<file path="src/rtl/mc_controller.sv">
// Multicycle ARM-subset control unit: FSM sequencing, ALU decode, condition
// evaluation and the stored NZCV flags that gate architectural writes.
module mc_controller #(
  parameter int unsigned ALUCTRL_W = 4,
  parameter logic [3:0]  FLAGS_RST = 4'b0000
) (
  input  logic                 clk,
  input  logic                 reset,
  input  logic [3:0]           Cond,
  input  logic [1:0]           Op,
  input  logic [5:0]           Funct,
  input  logic [3:0]           Rd,
  input  logic [3:0]           ALUFlags,
  output logic                 PCWrite,
  output logic                 MemWrite,
  output logic                 RegWrite,
  output logic                 IRWrite,
  output logic                 AdrSrc,
  output logic                 ALUSrcA,
  output logic [1:0]           ResultSrc,
  output logic [1:0]           ALUSrcB,
  output logic [1:0]           ImmSrc,
  output logic [1:0]           RegSrc,
  output logic [ALUCTRL_W-1:0] ALUControl,
  output logic [3:0]           State
);

  typedef enum logic [3:0] {
    S_FETCH  = 4'd0,
    S_DECODE = 4'd1,
    S_MEMADR = 4'd2,
    S_MEMRD  = 4'd3,
    S_MEMWB  = 4'd4,
    S_MEMWR  = 4'd5,
    S_EXECR  = 4'd6,
    S_EXECI  = 4'd7,
    S_ALUWB  = 4'd8,
    S_BRANCH = 4'd9
  } state_t;

  state_t     r_state;
  state_t     w_next;
  logic [3:0] r_flags;
  logic       r_condexr;

  logic       w_condex;
  logic [1:0] w_flagw;
  logic       w_nextpc;
  logic       w_regw;
  logic       w_memw;
  logic       w_branch;
  logic       w_exec;
  logic       w_nowrite;
  logic       w_pcs;
  logic [1:0] w_alu;

  logic [1:0] w_dp_op;
  logic       w_dp_nowrite;
  logic       w_dp_arith;
  logic       w_dp_valid;

  always_comb begin
    w_dp_op      = 2'd0;
    w_dp_nowrite = 1'b1;
    w_dp_arith   = 1'b0;
    w_dp_valid   = 1'b0;
    case (Funct[4:1])
      4'b0100: begin w_dp_op = 2'd0; w_dp_nowrite = 1'b0; w_dp_arith = 1'b1; w_dp_valid = 1'b1; end
      4'b0010: begin w_dp_op = 2'd1; w_dp_nowrite = 1'b0; w_dp_arith = 1'b1; w_dp_valid = 1'b1; end
      4'b0000: begin w_dp_op = 2'd2; w_dp_nowrite = 1'b0; w_dp_valid = 1'b1; end
      4'b1100: begin w_dp_op = 2'd3; w_dp_nowrite = 1'b0; w_dp_valid = 1'b1; end
      4'b1010: begin w_dp_op = 2'd1; w_dp_arith = 1'b1; w_dp_valid = 1'b1; end
      default: ;
    endcase
  end

  logic w_n, w_z, w_c, w_v;
  assign {w_n, w_z, w_c, w_v} = r_flags;

  always_comb begin
    w_condex = 1'b0;
    case (Cond)
      4'b0000: w_condex = w_z;
      4'b0001: w_condex = ~w_z;
      4'b0010: w_condex = w_c;
      4'b0011: w_condex = ~w_c;
      4'b0100: w_condex = w_n;
      4'b0101: w_condex = ~w_n;
      4'b0110: w_condex = w_v;
      4'b0111: w_condex = ~w_v;
      4'b1000: w_condex = w_c & ~w_z;
      4'b1001: w_condex = ~w_c | w_z;
      4'b1010: w_condex = (w_n == w_v);
      4'b1011: w_condex = (w_n != w_v);
      4'b1100: w_condex = ~w_z & (w_n == w_v);
      4'b1101: w_condex = w_z | (w_n != w_v);
      4'b1110: w_condex = 1'b1;
      default: w_condex = 1'b0;
    endcase
  end

  always_ff @(posedge clk) begin
    if (reset) begin
      r_state   <= S_FETCH;
      r_flags   <= FLAGS_RST;
      r_condexr <= 1'b0;
    end else begin
      r_state   <= w_next;
      r_condexr <= w_condex;
      if (w_flagw[1] && w_condex) r_flags[3:2] <= ALUFlags[3:2];
      if (w_flagw[0] && w_condex) r_flags[1:0] <= ALUFlags[1:0];
    end
  end

  always_comb begin
    w_next    = S_FETCH;
    IRWrite   = 1'b0;
    AdrSrc    = 1'b0;
    ALUSrcA   = 1'b0;
    ALUSrcB   = 2'b00;
    ResultSrc = 2'b00;
    w_nextpc  = 1'b0;
    w_regw    = 1'b0;
    w_memw    = 1'b0;
    w_branch  = 1'b0;
    w_exec    = 1'b0;
    w_alu     = 2'd0;
    case (r_state)
      S_FETCH: begin
        w_next    = S_DECODE;
        IRWrite   = 1'b1;
        ALUSrcA   = 1'b1;
        ALUSrcB   = 2'b10;
        ResultSrc = 2'b10;
        w_nextpc  = 1'b1;
      end
      S_DECODE: begin
        ALUSrcA   = 1'b1;
        ALUSrcB   = 2'b10;
        ResultSrc = 2'b10;
        case (Op)
          2'b00:   w_next = Funct[5] ? S_EXECI : S_EXECR;
          2'b01:   w_next = S_MEMADR;
          2'b10:   w_next = S_BRANCH;
          default: w_next = S_FETCH;
        endcase
      end
      S_MEMADR: begin
        ALUSrcB = 2'b01;
        w_next  = Funct[0] ? S_MEMRD : S_MEMWR;
      end
      S_MEMRD: begin
        AdrSrc = 1'b1;
        w_next = S_MEMWB;
      end
      S_MEMWB: begin
        ResultSrc = 2'b01;
        w_regw    = 1'b1;
      end
      S_MEMWR: begin
        AdrSrc = 1'b1;
        w_memw = 1'b1;
      end
      S_EXECR: begin
        w_exec = 1'b1;
        w_alu  = w_dp_op;
        w_next = S_ALUWB;
      end
      S_EXECI: begin
        ALUSrcB = 2'b01;
        w_exec  = 1'b1;
        w_alu   = w_dp_op;
        w_next  = S_ALUWB;
      end
      S_ALUWB: w_regw = 1'b1;
      S_BRANCH: begin
        ALUSrcB   = 2'b01;
        ResultSrc = 2'b10;
        w_branch  = 1'b1;
      end
      default: w_next = S_FETCH;
    endcase
  end

  // NoWrite must still hold in ALUWB (where the register write happens) but
  // never leaks into MEMWB, whose Funct bits are not a data-processing cmd.
  assign w_nowrite = (w_exec || (r_state == S_ALUWB)) && w_dp_nowrite;
  assign w_flagw   = {w_exec & Funct[0] & w_dp_valid, w_exec & Funct[0] & w_dp_arith};
  assign w_pcs     = ((Rd == 4'b1111) && w_regw) || w_branch;

  assign PCWrite    = w_nextpc | (w_pcs & r_condexr);
  assign RegWrite   = w_regw & r_condexr & ~w_nowrite;
  assign MemWrite   = w_memw & r_condexr;
  assign ImmSrc     = Op;
  assign RegSrc     = {(Op == 2'b01) && !Funct[0], Op == 2'b10};
  assign ALUControl = ALUCTRL_W'(w_alu);
  assign State      = r_state;

endmodule

</file>
<file path="config.mk">
export PLATFORM = sky130hd
export DESIGN_NAME = mc_controller
export DESIGN_NICKNAME = d
export VERILOG_FILES = /design/src/rtl/mc_controller.sv
export SDC_FILE = /design/constraint.sdc
export NUM_CORES = 1
export LEC_CHECK = 0
export BUFFER_PORTS_ARGS = -buffer_cell sky130_fd_sc_hd__buf_2
export CAP_MARGIN = 10
export CORE_MARGIN = 2
export CORE_UTILIZATION = 49
export CTS_CLUSTER_SIZE = 16
export DETAILED_ROUTE_END_ITERATION = 12
export GPL_TIMING_DRIVEN = 0
export PLACE_DENSITY = 0.94
export SLEW_MARGIN = 5
export SYNTH_ARGS = -nofsm -noshare
export SYNTH_HDL_FRONTEND = slang
export SYNTH_SLANG_ARGS = --single-unit
</file>
<file path="constraint.sdc">
create_clock -name clk -period 2.9 [get_ports clk]
set_input_delay 0.435 -clock clk [delete_from_list [all_inputs] [get_ports clk]]
set_output_delay 0.435 -clock clk [all_outputs]
set_load 0.005 [all_outputs]
</file>
==> flow_metrics.tcl, run 1 <==
set metrics [dict create \
    async_flop_share 0 \
    cts_resized 0 \
    p_comb_frac 0.344 \
    syn_area_um2 905 \
    hold_buffers 0 \
    ys_ff_latch 9 \
    drive_above_1_share 0.341 \
    route.antenna.remaining_nets 0 \
    grt_use_total 0.234 \
    maxCapViolCount 0 \
    cts_buffers 3 \
    startpoint_type "flop" \
    hold_viol_final 0 \
    fin_crit_sh 0.757 \
    yosysWarnings 0 \
    chipHeight_um 47.0 \
    intPower_mw 0.238 \
    status "complete, no violations" \
    fp.dieW_um 47.0 \
    clock_latency_ns 0.27 \
    crit_start "State[1]" \
    crit_path_end "ALUControl[1]" \
    io_pins 44 \
    timing.rr.start "r_flags[3]" \
    cp_top_family "simple AND/OR/NAND/NOR gates" \
    timing.critical_path.buf_inv 2 \
    cp_cell_sequence "buf_2, nand2b_1, or3b_2, nor3_1, buf_2" \
    clk_pin_slew_ns 0.07 \
    cts_tree "yes" \
    netlist_top_cells_count "nand2b_1 (13), nor3_1 (10), dfxtp_1 (9), nor2_1 (9)" \
    cts_buffer_depth 2 \
    vias_per_cell 5.48 \
    synth_top_area_frac 0.199 \
    grt_max_degree 11 \
    syn2layout_area_growth_pct 28.4 \
    grt_setup_unrepaired "no" \
    clock_power_share 0.294 \
    portBuffers 39 \
    die-area_um2 2210 \
    routed_wire_length_per_instance_um 13.1 \
    cp_slowest_cell "or3b_2" \
    switching_share 0.345 \
    leakage_nw 0.509 \
    synth_edf_count 0 \
    synth_area_per_cell_um2 7.54 \
    coreArea_um2 1730 \
    required_ns 2.47 \
    cp-end-kind "primary output" \
    cts_max_level 1 \
    ir_drop_uv 282 \
    setup_slack_ns 0.705 \
    period_minus_slack_ns 2.19 \
    grt_pass1_wl_um 3630 \
    p_sw_mw 0.125 \
    initial_core_util 0.524 \
    cpPeakStageDelay_ns 0.53 \
    placedCellCount 185 \
    holdWs_ns 0.411 \
    drtPass1Iterations 4 \
    vias 1035 \
    report.final.slew_viol_count 0 \
    fmax_mhz 456 \
    yosysTopAreaCell "dfxtp_1" \
    worst_r2r_path_depth 6 \
    power_density_nw_per_um2 313 \
    antenna_cells 0 \
    pre_cts_ws_ns 0.816 \
    fin_cells 189 \
    path_max_fanout 8 \
    syn_inst 120 \
    place_congestion 0.850 \
    drc 0 \
    post_cts_buffers 0 \
    synth_seq_area_share 0.199 \
    num-fill-cells 157 \
    synthDistinctLibCells 42 \
    cp_num_cells 5 \
    grt_pass1_vias 868 \
    clock-sinks 9 \
    fin_nets 187 \
    r2r_slack_ns 0.99 \
    yosysMostFrequentCell "nand2b_1" \
    final.setup_skew_ns 0.00209 \
    worstPathArrival_ns 1.76 \
    reg2reg_to "r_flags[0]" \
    clk_root_buffer_cell "clkbuf_4" \
    drt-total-wl_um 2480 \
    dp_hpwl_um 2010 \
    critPathKind "reg -> out" \
    drt_iter0_markers 35 \
    antenna_found_initial 0 \
    ys_top_cells_by_area "dfxtp_1 (20%), nand2b_1 (9.0%), mux2i_1 (6.6%), a2111oi_4 (6.1%), nor3_1 (5.5%)" \
    finalSetupViolCount 0 \
    cp_common_cell "buf_2" \
    hold_path.class "in -> reg" \
    grt_overflow 0 \
    seqPwrFrac 0.362 \
    fin_tns_setup_ns 0 \
    ys.flop_type "dfxtp_1" \
    rows 15 \
]
## kinds of logic (layout without fill, tap and decap cells)
kind of cell | Yosys count | count (layout) | synth area share
other cells | 1 | 2 | 0.00415
mux | 6 | 6 | 0.0664
xor+xnor | 6 | 6 | 0.0581
flops | 9 | 9 | 0.199
compound gates | 20 | 20 | 0.198
buf+inv | 18 | 61 | 0.0954
simple gates | 60 | 60 | 0.379
## worst min-delay path by stage
stage | start | to | depth (start not counted)
finish | ALUFlags[2] | r_flags[2] | 3
global route | ALUFlags[2] | r_flags[2] | 3
CTS | ALUFlags[2] | r_flags[2] | 3
detailed placement | r_flags[1] | r_flags[1] | 2
global placement | r_flags[1] | r_flags[1] | 2
floorplan | r_flags[1] | r_flags[1] | 2
## stage by stage
| step | utilization | instance area (um2) | power, mW |
|---|---|---|---|
| after detailed placement | 0.657 | 1130 | 0.259 |
| final | 0.672 | 1160 | 0.364 |
| after global placement | 0.657 | 1130 | 0.251 |
| after floorplan | - | 908 | 0.209 |
| after global routing | 0.672 | 1160 | 0.381 |
| after CTS | 0.672 | 1160 | 0.360 |
## layout by cell type, fill, tap and decap left out, drive strengths merged, types with 2 or more instances in the layout
cell type	Yosys	layout
buf	8	47
nand2b	13	13
nor3	10	10
dfxtp	9	9
nor2	9	9
clkbuf	4	8
nand2	6	6
mux2i	6	6
inv	5	5
a21oi	4	4
nand3	4	4
o21ai	4	4
xor2	3	3
nor3b	3	3
xnor2	3	3
nor4	3	3
nor2b	2	2
or3b	2	2
nand4	2	2
a2111oi	2	2
conb	1	2
and2b	2	2
o2111ai	2	2
## state kept, by name, indices dropped and copies added (netlist names)
name       flops
r_flags        4
State          4
r_condexr      1
## power groups by stage
stage / sequential [mW] / combinational (mW) / clock [mW]
after floorplan: 0.134 / 0.0746 / 0
after global placement: 0.134 / 0.117 / 0
after detailed placement: 0.134 / 0.124 / 0
after CTS: 0.132 / 0.125 / 0.104
after global routing: 0.132 / 0.137 / 0.112
final: 0.132 / 0.125 / 0.107
## routing by layer
metal / vias to the layer above / track usage / wire [um]
met5: - / 0 / 0
met4: 0 / 0.128 / 81
met3: 11 / 0.0462 / 164
met2: 50 / 0.403 / 1270
met1: 466 / 0.270 / 960
li1: 508 / - / -
## worst min-delay path, delay by kind of cell
family	cells	cell delay (ns)
buffers and inverters	1	0.09
muxes	1	0.06
and+or+nand+nor	1	0.05
## cell type report
type                    instances  area (um2)  area share
clock buffers                   4        26.3      0.0226
flip-flops and latches          9         180       0.155
well taps                      25        31.3      0.0269
plain buffers                  12        63.8      0.0550
repair buffers                 39         195       0.168
inverters                       6        22.5      0.0194
multi-input cells              94         642       0.553
Note: power is estimated with default switching activity, not from simulation.
==> run 2, diff against run 1 <==
--- a/config.mk
+++ b/config.mk
@@ -8,11 +8,11 @@
 export BUFFER_PORTS_ARGS = -buffer_cell sky130_fd_sc_hd__buf_2
 export CAP_MARGIN = 10
 export CORE_MARGIN = 2
-export CORE_UTILIZATION = 49
+export CORE_UTILIZATION = 45
 export CTS_CLUSTER_SIZE = 16
 export DETAILED_ROUTE_END_ITERATION = 12
 export GPL_TIMING_DRIVEN = 0
-export PLACE_DENSITY = 0.94
+export PLACE_DENSITY = 0.88
 export SLEW_MARGIN = 5
 export SYNTH_ARGS = -nofsm -noshare
 export SYNTH_HDL_FRONTEND = slang
==> constraint.sdc (replaced) <==
create_clock -name clk -period 2.3 [get_ports clk]
set_input_delay 0.345 -clock clk [delete_from_list [all_inputs] [get_ports clk]]
set_output_delay 0.345 -clock clk [all_outputs]
set_load 0.005 [all_outputs]
==> run 2 against run 1 <==
Against the previous run:
- clock skew decreased by 0.0016 ns
- largest cell class unchanged
- sequential share of layout area shrank 0.050 points
- flip-flop and latch count did not move
- sequential power rose by 26%
- critical path type unchanged
- hold slack got worse by 0.090 ns
- global-route usage is 2.7 points lower
==> flow_metrics.tcl, run 2 (synthesis results as in run 1) <==
set metrics [dict create \
    cp_slowest_cell "o32ai_1" \
    rows 16 \
    vias_per_cell 5.35 \
    final_common_cell "buf_2" \
    cp-end-kind "primary output" \
    drt-total-wl_um 2410 \
    intPower_mw 0.298 \
    portBuffers 39 \
    clk_pin_slew_ns 0.07 \
    placed_area_um2 1140 \
    antenna_found_initial 0 \
    cp_cell_sequence "clkbuf_1, clkinv_1, o32ai_1, buf_2" \
    hp-start "ALUFlags[3]" \
    path_max_fanout 9 \
    dp_hpwl_um 1920 \
    grt_pass1_vias 943 \
    grt_max_degree 11 \
    power_density_nw_per_um2 391 \
    fp.dieW_um 48.8 \
    drtPass1Iterations 4 \
    hold_viol_final 0 \
    cpPeakStageDelay_ns 0.40 \
    fmax_mhz 471 \
    setup_slack_ns 0.175 \
    num-fill-cells 186 \
    grt_overflow 0 \
    multiInputGateArea_um2 642 \
    holdWs_ns 0.321 \
    die-area_um2 2380 \
    status "complete, no violations" \
    antenna_cells 0 \
    clock_power_share 0.291 \
    p_comb_frac 0.344 \
    period_minus_slack_ns 2.13 \
    seqPwrFrac 0.365 \
    final.setup_skew_ns 0.000478 \
    grt_setup_unrepaired "no" \
    coreArea_um2 1920 \
    clock_latency_ns 0.27 \
    cts_resized 0 \
    place_congestion 0.828 \
    grt_use_total 0.207 \
    cts_buffers 3 \
    io_pins 44 \
    hold_path.class "in -> reg" \
    vias 1022 \
    ir_drop_uv 287 \
    cts_max_level 1 \
    seq_area_um2 180 \
    drive_above_1_share 0.348 \
    maxCapViolCount 0 \
    drc 0 \
    critPathKind "reg -> out" \
    startpoint_type "flop" \
    grt_pass1_wl_um 3950 \
    pre_cts_ws_ns 0.350 \
    fin_crit_sh 0.924 \
    hold_buffers 0 \
    clock-sinks 9 \
    routed_wire_length_per_instance_um 12.6 \
    p_sw_mw 0.158 \
    fin_nets 187 \
    finalSetupViolCount 0 \
    post_cts_buffers 0 \
    route.antenna.remaining_nets 0 \
    chipHeight_um 48.8 \
    cts_tree "yes" \
    power_mw 0.456 \
    required_ns 1.96 \
    fin_tns_setup_ns 0 \
    switching_share 0.346 \
    stdcell_area_um2 1160 \
    leakage_nw 0.512 \
    crit_start "State[0]" \
    post-route-util 0.606 \
    syn2layout_area_growth_pct 28.8 \
    timing.rr.start "r_flags[0]" \
    mostFrequentLayoutCells "buf_2 (41), nand2b_1 (13), nor3_1 (10)" \
    drt_iter0_markers 22 \
    clk_root_buffer_cell "clkbuf_4" \
    placedCellCount 187 \
    initial_core_util 0.471 \
    report.final.slew_viol_count 0 \
    worstPathArrival_ns 1.78 \
    fin_cells 191 \
    cts_buffer_depth 2 \
]
-- run 2: cell count changes in the layout (fill, tap and decap cells not counted) --
cell	change
clkinv_2	+1
clkbuf_1	-1
-- run 2: final cells by class --
type | count | area share
Multi-Input combinational cell | 94 | 0.551
Timing Repair Buffer | 39 | 0.168
Sequential cell | 9 | 0.155
Buffer | 12 | 0.0548
Tap cell | 27 | 0.0290
Clock buffer | 3 | 0.0193
Inverter | 6 | 0.0193
Clock inverter | 1 | 0.00430
-- run 2: worst paths after layout --
path	end	slack, ns	cells past startpoint
max	ALUSrcB[0]	0.17	4
max reg2reg	r_flags[0]	0.40	6
min	r_flags[3]	0.32	3
min reg2reg	r_flags[2]	0.55	2
-- run 2: power by group through the flow --
stage / Clock (mW) / Sequential (mW) / Combinational, mW
2_1_floorplan: 0 / 0.169 / 0.0941
3_3_place_gp: 0 / 0.169 / 0.148
3_5_place_dp: 0 / 0.170 / 0.155
4_1_cts: 0.131 / 0.166 / 0.156
5_1_grt: 0.137 / 0.167 / 0.173
6_report: 0.133 / 0.166 / 0.157
-- run 2: layer usage --
metal | wire length [um] | track usage | share of wire
met2 | 1310 | 0.402 | 0.54
met3 | 119 | 0.0276 | 0.049
met1 | 944 | 0.221 | 0.39
met4 | 33 | 0.0857 | 0.014
met5 | 0 | 0 | 0
-- run 2: critical path: cells and delay by family, from the launching register on --
family          cells  cell delay, ns
flops               1            0.33
buf+inv             3            0.77
compound gates      1            0.40
